===== src/rtl/irq_accept_ctrl_if.sv =====
// irq_accept_ctrl_if: bundles the interrupt handshake and the PC-redirect signals between
// the interrupt controller/core (master) and irq_accept_ctrl (slave).
//   irq, irq_addr        controller request (level) and handler vector
//   irq_ack              one-cycle acknowledge back to the controller
//   pc_next, stall, eret core status: next fetch PC, not-at-boundary, return-from-interrupt
//   ie_we, ie_wd         software write of the interrupt-enable bit
//   pc_redirect/_target  fetch redirect request and its target
//   epc, int_en          saved return PC and current interrupt enable
//   in_service           handler executing
//   irq_count, irq_lat_max  statistics, present only when IRQ_STATS_EN is defined
interface irq_accept_ctrl_if
`ifdef IRQ_STATS_EN
  #(parameter int unsigned CNT_W = 16)
`endif
  ;
  logic        irq;
  logic [31:0] irq_addr;
  logic        irq_ack;
  logic [31:0] pc_next;
  logic        stall;
  logic        eret;
  logic        ie_we;
  logic        ie_wd;
  logic        pc_redirect;
  logic [31:0] pc_target;
  logic [31:0] epc;
  logic        int_en;
  logic        in_service;
`ifdef IRQ_STATS_EN
  logic [CNT_W-1:0] irq_count;
  logic [CNT_W-1:0] irq_lat_max;
`endif

  modport master (
    output irq, irq_addr, pc_next, stall, eret, ie_we, ie_wd,
    input  irq_ack, pc_redirect, pc_target, epc, int_en, in_service
`ifdef IRQ_STATS_EN
    , irq_count, irq_lat_max
`endif
  );

  modport slave (
    input  irq, irq_addr, pc_next, stall, eret, ie_we, ie_wd,
    output irq_ack, pc_redirect, pc_target, epc, int_en, in_service
`ifdef IRQ_STATS_EN
    , irq_count, irq_lat_max
`endif
  );
endinterface


===== src/rtl/irq_accept_ctrl.sv =====
// irq_accept_ctrl: CPU-side interrupt acceptor. Takes a pending irq at an instruction
// boundary, redirects fetch to the handler vector, acknowledges the controller, saves the
// return PC in epc and masks further interrupts until eret, then redirects back to epc.
// Ports:
//   clk      system clock
//   rst      synchronous active-high reset
//   bus_io   irq_accept_ctrl_if.slave (handshake, PC redirect, epc/int_en/in_service)
// Parameters:
//   IE_RESET reset value of the interrupt-enable bit
//   CNT_W    statistics counter width (only with IRQ_STATS_EN)
// Optional feature: define IRQ_STATS_EN to add the saturating irq_count and irq_lat_max
// statistics outputs.
module irq_accept_ctrl #(
  parameter bit IE_RESET = 1'b1
`ifdef IRQ_STATS_EN
  ,
  parameter int unsigned CNT_W = 16
`endif
) (
  input logic              clk,
  input logic              rst,
  irq_accept_ctrl_if.slave bus_io
);

  typedef enum logic [1:0] {StIdle, StAck, StService, StReturn} state_e;

  state_e      state_q;
  logic        pc_redirect_q;
  logic [31:0] pc_target_q;
  logic [31:0] epc_q;
  logic        in_service_q;
  logic        int_en_q;
  logic        irq_ack;

  // Vector low bits are forced to zero, so they are never looked at.
  logic unused_addr;
  assign unused_addr = ^bus_io.irq_addr[1:0];

  // The ack has to land on the ACK cycle whose stall is low, which is only known during that
  // cycle; it is the registered ACK state qualified by the live stall. Reset suppresses it.
  assign irq_ack = (state_q == StAck) && !bus_io.stall && !rst;

  always_ff @(posedge clk) begin
    if (rst) begin
      state_q       <= StIdle;
      pc_redirect_q <= 1'b0;
      pc_target_q   <= 32'h0;
      epc_q         <= 32'h0;
      in_service_q  <= 1'b0;
      int_en_q      <= IE_RESET;
    end else begin
      if (bus_io.ie_we) begin
        int_en_q <= bus_io.ie_wd;
      end
      unique case (state_q)
        StIdle: begin
          // A same-cycle enable write blocks acceptance so the write takes effect first.
          if (int_en_q && bus_io.irq && !bus_io.stall && !bus_io.ie_we) begin
            epc_q         <= bus_io.pc_next;
            pc_target_q   <= {bus_io.irq_addr[31:2], 2'b00};
            pc_redirect_q <= 1'b1;
            state_q       <= StAck;
          end
        end
        StAck: begin
          if (!bus_io.stall) begin
            pc_redirect_q <= 1'b0;
            in_service_q  <= 1'b1;
            state_q       <= StService;
          end
        end
        StService: begin
          if (bus_io.eret) begin
            in_service_q  <= 1'b0;
            pc_redirect_q <= 1'b1;
            pc_target_q   <= epc_q;
            state_q       <= StReturn;
          end
        end
        StReturn: begin
          if (!bus_io.stall) begin
            pc_redirect_q <= 1'b0;
            state_q       <= StIdle;
          end
        end
        default: state_q <= StIdle;
      endcase
    end
  end

  assign bus_io.irq_ack     = irq_ack;
  assign bus_io.pc_redirect = pc_redirect_q;
  assign bus_io.pc_target   = pc_target_q;
  assign bus_io.epc         = epc_q;
  assign bus_io.int_en      = int_en_q;
  assign bus_io.in_service  = in_service_q;

`ifdef IRQ_STATS_EN
  localparam logic [CNT_W-1:0] CntMax = '1;

  logic [CNT_W-1:0] cnt_q;
  logic [CNT_W-1:0] lat_q;
  logic [CNT_W-1:0] lat_max_q;

  // lat_q counts every cycle from the first IDLE cycle with irq high through the ACK cycles,
  // so on the ack cycle it already equals the irq-to-ack latency.
  always_ff @(posedge clk) begin
    if (rst) begin
      cnt_q     <= '0;
      lat_q     <= '0;
      lat_max_q <= '0;
    end else if (irq_ack) begin
      if (cnt_q != CntMax) begin
        cnt_q <= cnt_q + CNT_W'(1);
      end
      if (lat_q > lat_max_q) begin
        lat_max_q <= lat_q;
      end
      lat_q <= '0;
    end else if ((state_q == StIdle && bus_io.irq) || state_q == StAck) begin
      if (lat_q != CntMax) begin
        lat_q <= lat_q + CNT_W'(1);
      end
    end else begin
      lat_q <= '0;
    end
  end

  assign bus_io.irq_count   = cnt_q;
  assign bus_io.irq_lat_max = lat_max_q;
`endif

endmodule

===== src/flat_wrapper.sv =====
// flat-port wrapper written by rule: the top's interface ports become plain ports
module irq_accept_ctrl_flat 
#(
  parameter bit IE_RESET = 1'b1

)
  (clk, rst, bus_io_irq, bus_io_irq_addr, bus_io_pc_next, bus_io_stall, bus_io_eret, bus_io_ie_we, bus_io_ie_wd, bus_io_irq_ack, bus_io_pc_redirect, bus_io_pc_target, bus_io_epc, bus_io_int_en, bus_io_in_service);
  irq_accept_ctrl_if bus_io_i ();
  input logic clk;
  input logic rst;
  input wire logic [$bits(bus_io_i.irq)-1:0] bus_io_irq;
  input wire logic [$bits(bus_io_i.irq_addr)-1:0] bus_io_irq_addr;
  input wire logic [$bits(bus_io_i.pc_next)-1:0] bus_io_pc_next;
  input wire logic [$bits(bus_io_i.stall)-1:0] bus_io_stall;
  input wire logic [$bits(bus_io_i.eret)-1:0] bus_io_eret;
  input wire logic [$bits(bus_io_i.ie_we)-1:0] bus_io_ie_we;
  input wire logic [$bits(bus_io_i.ie_wd)-1:0] bus_io_ie_wd;
  output wire logic [$bits(bus_io_i.irq_ack)-1:0] bus_io_irq_ack;
  output wire logic [$bits(bus_io_i.pc_redirect)-1:0] bus_io_pc_redirect;
  output wire logic [$bits(bus_io_i.pc_target)-1:0] bus_io_pc_target;
  output wire logic [$bits(bus_io_i.epc)-1:0] bus_io_epc;
  output wire logic [$bits(bus_io_i.int_en)-1:0] bus_io_int_en;
  output wire logic [$bits(bus_io_i.in_service)-1:0] bus_io_in_service;
  assign bus_io_i.irq = bus_io_irq;
  assign bus_io_i.irq_addr = bus_io_irq_addr;
  assign bus_io_i.pc_next = bus_io_pc_next;
  assign bus_io_i.stall = bus_io_stall;
  assign bus_io_i.eret = bus_io_eret;
  assign bus_io_i.ie_we = bus_io_ie_we;
  assign bus_io_i.ie_wd = bus_io_ie_wd;
  assign bus_io_irq_ack = bus_io_i.irq_ack;
  assign bus_io_pc_redirect = bus_io_i.pc_redirect;
  assign bus_io_pc_target = bus_io_i.pc_target;
  assign bus_io_epc = bus_io_i.epc;
  assign bus_io_int_en = bus_io_i.int_en;
  assign bus_io_in_service = bus_io_i.in_service;
  irq_accept_ctrl #(.IE_RESET(IE_RESET)) u_core (.clk(clk), .rst(rst), .bus_io(bus_io_i));
endmodule

===== config.mk =====
export PLATFORM = sky130hd
export DESIGN_NAME = irq_accept_ctrl_flat
export DESIGN_NICKNAME = d
export VERILOG_FILES = /design/src/rtl/irq_accept_ctrl_if.sv /design/src/rtl/irq_accept_ctrl.sv /design/src/flat_wrapper.sv
export SDC_FILE = /design/constraint.sdc
export NUM_CORES = 1
export LEC_CHECK = 0
export CORE_ASPECT_RATIO = 1.75
export CORE_UTILIZATION = 42
export CTS_CLUSTER_DIAMETER = 100
export DETAILED_ROUTE_END_ITERATION = 8
export PLACE_DENSITY = 0.8
export SETUP_SLACK_MARGIN = 0.4
export SLEW_MARGIN = 25
export SYNTH_ARGS = -nofsm -noshare
export SYNTH_HDL_FRONTEND = slang
export SYNTH_SLANG_ARGS = --single-unit

===== constraint.sdc =====
create_clock -name clk -period 2.5 [get_ports clk]
set_input_delay 0.375 -clock clk [delete_from_list [all_inputs] [get_ports clk]]
set_output_delay 0.375 -clock clk [all_outputs]
set_load 0.02 [all_outputs]

==> metrics.txt, run 1 <==
Syn Nets=434; # diodes=0; TritonCTS clock tree=yes; CTS Buf Count=9; Sink Count=69; final hold violation count=0; area fraction of the dominant cell type after synthesis=0.4289; DR WL met2=5094 µm; worst setup path category=flip-flop to output port; Worst Path Arrival=1.58 ns; fin util=0.6822; synth warn=0; clk root buf=clkbuf_16; crit path capture type=output port; Port Buffer Count=136; Total Routed Length=9304 µm; post-synthesis simple-gate area fraction=0.1608; mux share of post-synthesis cell area=0.2179; worst-path cell chain=inv_1, ha_1, nor3b_1, dlygate4sd2_1; most common cell after layout, fill and taps aside=clkdlybuf4s50_1; first-pass GRT wire length=14,460 µm; routability cong.=0.7864; Setup crit start=u_core.state_q[1]; maximum fanout along the worst path=4; LEAKAGE=1.961 nW; num ports=139; status=finished, final reports clean; DIE AREA=8036 µm²; initial antenna violation count=0; Synth cell types=30; Max Slew Vio Count=0; top sig layer=met4; dominant cell type by area after synthesis=dfxtp_1; Place WS=0.1287 ns; DRC=0; worst slew pin tran=0.6736 ns; DRT Pass-1 Iters=4; CORE AREA=7336 µm²; routed via count=3,055; largest net degree at the start of global routing=61; RSZ-0062 raised after global routing=no; xor/xnor share of the synthesized area=0; clk_skew=0.005160 ns; Starting Density=0.4390; Nets=568; DRT iter0 DRCs=124; Worst Hold Class=flip-flop to flip-flop; f_max=512.6 MHz; post-DP HPWL=6501 µm; Synth Cell Area=3221 µm²; CTS max path bufs=2; Routed wire per std cell=15.93 µm; std cell rows=41; Max stage delay on crit path=0.37 ns; Worst path slowest cell=dlygate4sd2_1; Clock transition at path regs=0.05 ns; total of max-cap violations=0; share of layout cells above drive strength 1=0.1365; final worst setup slack=0.5491 ns; H-tree levels=3; largest cells by area after synthesis=dfxtp_1, mux2i_1, mux2_2; flops & latches, synth=69; pwr dens=879.7 nW/µm²; met1 wire length=3413 µm; combinational family with the most area after synthesis=multiplexers; number of global-route vias before repair=3,046; Overall Global Routing Usage=0.2437; hold depth=2; met3 wire len=523 µm; worst r2r dst=u_core.bus_io.epc[7]; Critical Path Start Type=flip-flop; Worst VDD drop=0.5460 mV; vias per inst=5.231; Worst R2R Start=u_core.state_q[0]; Die Height=117.8 µm; later-pin clock latency in the skew report=0.32 ns; minimum clock period=1.951 ns; Gate Count Post-Synth=359; final setup TNS=0 ns; die extent in x=68.20 µm; R2R cell count=7; reg2reg setup slack=0.59 ns; Tcrit/Tclk final=0.7804; worst rel slew slack=0.5504; Post-Synth Adder-Cell Area=0.01554; Data required, critical path=2.12 ns; GRT overflow=0; commonest non-fill, non-tap cells in the layout=clkdlybuf4s50_1, dfxtp_1, nand2_1; Area Growth Syn to Fin=55.40%; share of the yosys chip area belonging to registers=0.4289; Final ANT Viol Nets=0; WHS Endpoint=u_core.bus_io.pc_target[14]; Hold Startpoint=u_core.bus_io.pc_target[14]; complex-gate fraction of the synthesized area=0.1228; Setup violations, final=0; synthesized area per cell=8.971 µm²
## cell families after synthesis
logic type               after synthesis
AO/OA/AOI/OAI                         74
adder cells (fa/ha/maj)                4
buffers and inverters                 39
flip-flops                            69
multiplexers                          63
AND/OR/NAND/NOR                      110
## critical path: cells and delay by family (launching register included)
| kind | cells | cell delay, ns |
|---|---|---|
| fa+ha+maj | 1 | 0.21 |
| buf+inv | 2 | 0.46 |
| flops | 1 | 0.35 |
| simple gates | 1 | 0.24 |
## state kept, by name (all words and copies together), names as in the netlist
name,flops
u_core.bus_io.in_service,1
u_core.state_q,2
u_core.bus_io.pc_redirect,1
u_core.bus_io.pc_target,32
u_core.bus_io.epc,32
u_core.bus_io.int_en,1
## repair_timing
item | in CTS | in global routing
hold buffers | 0 | 0
pin swaps | 0 | 1
gates resized for setup | 2 | 2
endpoints found under the setup margin | 16 | 21
buffers inserted | 0 | 10
hold endpoints to repair | 0 | 0
## power breakdown
| part | switching (mW) | internal, mW | total (mW) | leakage, nW |
|---|---|---|---|---|
| Combinational | 0.902 | 0.927 | 1.83 | 1.27 |
| Sequential | 0.112 | 1.30 | 1.41 | 0.561 |
| Clock | 0.440 | 0.725 | 1.17 | 0.134 |
## worst max path at each step
stage                             endpoint  slack (ns)
4_1_cts               u_core.bus_io.epc[7]        0.42
5_1_grt                     bus_io_irq_ack        0.44
6_report                    bus_io_irq_ack        0.55
3_3_place_gp    u_core.bus_io.pc_target[2]        0.21
3_5_place_dp    u_core.bus_io.pc_target[4]        0.13
2_1_floorplan  u_core.bus_io.pc_target[23]        0.65
## stage by stage
step	instances	hold WS (ns)	cell area (µm²)	total power, mW
floorplan	359	0.4754	3221	2.479
global placement	558	0.4434	4643	3.088
detailed placement	558	0.4534	4643	3.117
CTS	574	0.4603	4922	4.306
global route	584	0.4701	5005	4.615
finish	584	0.4580	5005	4.403
## final cells by class
class / instances / area (µm²)
repair buffers: 157 / 1529
flip-flops and latches: 69 / 1381
inverters: 5 / 22.52
clock buffers: 15 / 267.8
clock inverters: 1 / 5.005
well taps: 86 / 107.6
fillers: 586 / 2331
multi-input cells: 251 / 1692
## synthesized netlist by cell type
master	instances
buf_1	1
a211o_1	1
nand2_1	43
a32oi_1	1
nand4bb_1	1
or3_1	1
inv_1	5
a31oi_1	1
nor2_1	13
mux2_2	21
clkbuf_1	25
nor3b_1	1
mux2_4	9
a211oi_1	1
nand3_1	33
o211a_1	1
o21ai_0	34
buf_2	4
o21a_1	1
dfxtp_1	69
nand2b_1	3
buf_4	2
a2111o_1	1
mux2i_1	33
a21oi_1	33
nor2b_1	13
or2b_1	1
buf_6	2
nor4bb_1	1
ha_1	4
## per-layer routing
metal  vias up  global-route usage
met5         -                   0
met4         0              0.1315
met3        18             0.07074
met2       111              0.4191
met1      1420              0.2508
li1       1506                   -
(Power assumes the default switching activity.)
==> run 2: changes to the inputs <==
--- a/config.mk
+++ b/config.mk
@@ -6,10 +6,10 @@
 export NUM_CORES = 1
 export LEC_CHECK = 0
 export CORE_ASPECT_RATIO = 1.75
-export CORE_UTILIZATION = 42
+export CORE_UTILIZATION = 38
 export CTS_CLUSTER_DIAMETER = 100
 export DETAILED_ROUTE_END_ITERATION = 8
-export PLACE_DENSITY = 0.8
+export PLACE_DENSITY = 0.76
 export SETUP_SLACK_MARGIN = 0.4
 export SLEW_MARGIN = 25
 export SYNTH_ARGS = -nofsm -noshare
==> constraint.sdc (replaced) <==
create_clock -name clk -period 1.56 [get_ports clk]
set_input_delay 0.234 -clock clk [delete_from_list [all_inputs] [get_ports clk]]
set_output_delay 0.234 -clock clk [all_outputs]
set_load 0.02 [all_outputs]
==> run 2 against run 1 <==
  * The run now ends with negative setup slack left
  * Combinational power grew 100%
  * Sequential power up 62%
  * Critical path type is now flip-flop to flip-flop
  * Die area increased by 10%
  * Register-to-register slack worse by 0.60 ns
  * Critical endpoint is now u_core.bus_io.pc_target[27]
  * Setup slack worse by 0.56 ns
  * Largest power group unchanged
==> metrics.txt, run 2 (synthesis results as in run 1) <==
status=finished with violations; failing checks=negative setup slack; Clock transition at path regs=0.05 ns; GRT met3 Usage=0.04126; crit path capture type=flip-flop; routability cong.=0.8241; GR Util met2=0.4577; Final ANT Viol Nets=0; first-pass GRT wire length=16,150 µm; die extent in x=71.59 µm; Die Height=123.8 µm; Data required, critical path=1.78 ns; Max Slew Vio Count=0; Worst VDD drop=0.8605 mV; Place WS=-0.3324 ns; DRT iter0 DRCs=139; total of max-cap violations=0; Routed wire per std cell=17.84 µm; Starting Density=0.3900; worst slew pin tran=0.2762 ns; Overall Global Routing Usage=0.2440; post-DP HPWL=6621 µm; Total Routed Length=10,880 µm; clk root buf=clkbuf_16; Worst Path Arrival=1.79 ns; TritonCTS clock tree=yes; Setup violations, final=6; Area Growth Syn to Fin=65.70%; final worst hold slack=0.4075 ns; Nets=588; DIE AREA=8862 µm²; commonest non-fill, non-tap cells in the layout=buf_2, clkdlybuf4s50_1, dfxtp_1; DRC=0; Tcrit/Tclk final=1.005; Critical Path Start Type=flip-flop; # diodes=0; Top Usage Layer GRT=met2; clk_skew=0.003778 ns; hold-fix buffers at CTS=0; LEAKAGE=2.319 nW; Port Buffer Count=136; CORE AREA=8258 µm²; Overall Power=8.083 mW; delay-heaviest family, CP=flip-flops; RSZ-0062 raised after global routing=yes; routed via count=3,245; final hold violation count=0; maximum fanout along the worst path=11; worst rel slew slack=0.8159; GRT overflow=0; met1 GRT Util=0.2482; worst-path cell chain=inv_4, ha_4, nor2b_4, a211o_4, buf_12, mux2_4; final worst setup slack=-0.008419 ns; minimum clock period=1.568 ns; num ports=139; Max stage delay on crit path=0.37 ns; vias per inst=5.320; DRT Pass-1 Iters=4; later-pin clock latency in the skew report=0.33 ns; CP bufs+invs=2; H-tree levels=3; pwr dens=1515 nW/µm²; CTS max path bufs=2; worst setup path category=flip-flop to flip-flop; std cell rows=44; CTS Buf Count=9; Worst path slowest cell=dfxtp_4; Worst Hold Class=primary input to flip-flop; Sink Count=69; largest net degree at the start of global routing=62; number of global-route vias before repair=3,254; f_max=637.6 MHz; share of layout cells above drive strength 1=0.4151; initial antenna violation count=0; most common cell after layout, fill and taps aside=buf_2
-- run 2: repair_timing --
action	CTS	global route
endpoints found under the hold margin	0	0
setup endpoints to repair	136	79
gates cloned	7	2
resized for setup	372	26
setup buffers	7	6
pin swaps	70	6
-- run 2: worst paths after layout --
| path | startpoint | to | slack, ns | cells after the start |
|---|---|---|---|---|
| worst max-delay path | u_core.state_q[0] | u_core.bus_io.pc_target[27] | -0.008 | 6 |
| worst min-delay path | bus_io_ie_we | u_core.bus_io.int_en | 0.41 | 3 |
| worst max register to register | u_core.state_q[0] | u_core.bus_io.pc_target[27] | -0.008 | 6 |
| worst min register to register | u_core.bus_io.pc_target[8] | u_core.bus_io.pc_target[8] | 0.46 | 2 |
-- run 2: power by group --
part           leakage (nW)  internal, mW  switching [mW]
sequential            0.564          2.09           0.209
combinational          1.60          1.87            1.84
clock                 0.159          1.35           0.722
-- run 2: area by class of cell --
| type | count | area, µm² |
|---|---|---|
| clock buffers | 14 | 306.5 |
| clock inverters | 2 | 10.01 |
| fillers | 701 | 2922 |
| inverters | 5 | 27.53 |
| multi-input cells | 251 | 1946 |
| flip-flops and latches | 69 | 1396 |
| well taps | 92 | 115.1 |
| repair buffers | 177 | 1535 |
-- run 2: stage by stage --
step                      cells   TNS, ns    util  area, µm²
final                       610  -0.02932  0.6462       5336
after global routing        610   -0.3929  0.6462       5336
after CTS                   602  -0.01396  0.6309       5210
after detailed placement    572    -16.04  0.5783       4776
after global placement      572    -15.50  0.5783       4776
after floorplan             359    -1.297       -       3319
-- run 2: worst register-to-register path, stage by stage, from the launching register on --
cell,delay (ns)
dfxtp_4,0.37
inv_4,0.05
ha_4,0.16
nor2b_4,0.13
a211o_4,0.29
buf_12,0.16
mux2_4,0.30
-- run 2: per-layer routing --
metal	vias to the layer above	routed length, µm
met4	0	445
met5	-	0
met3	28	548
met2	121	6100
met1	1538	3786
li1	1558	-
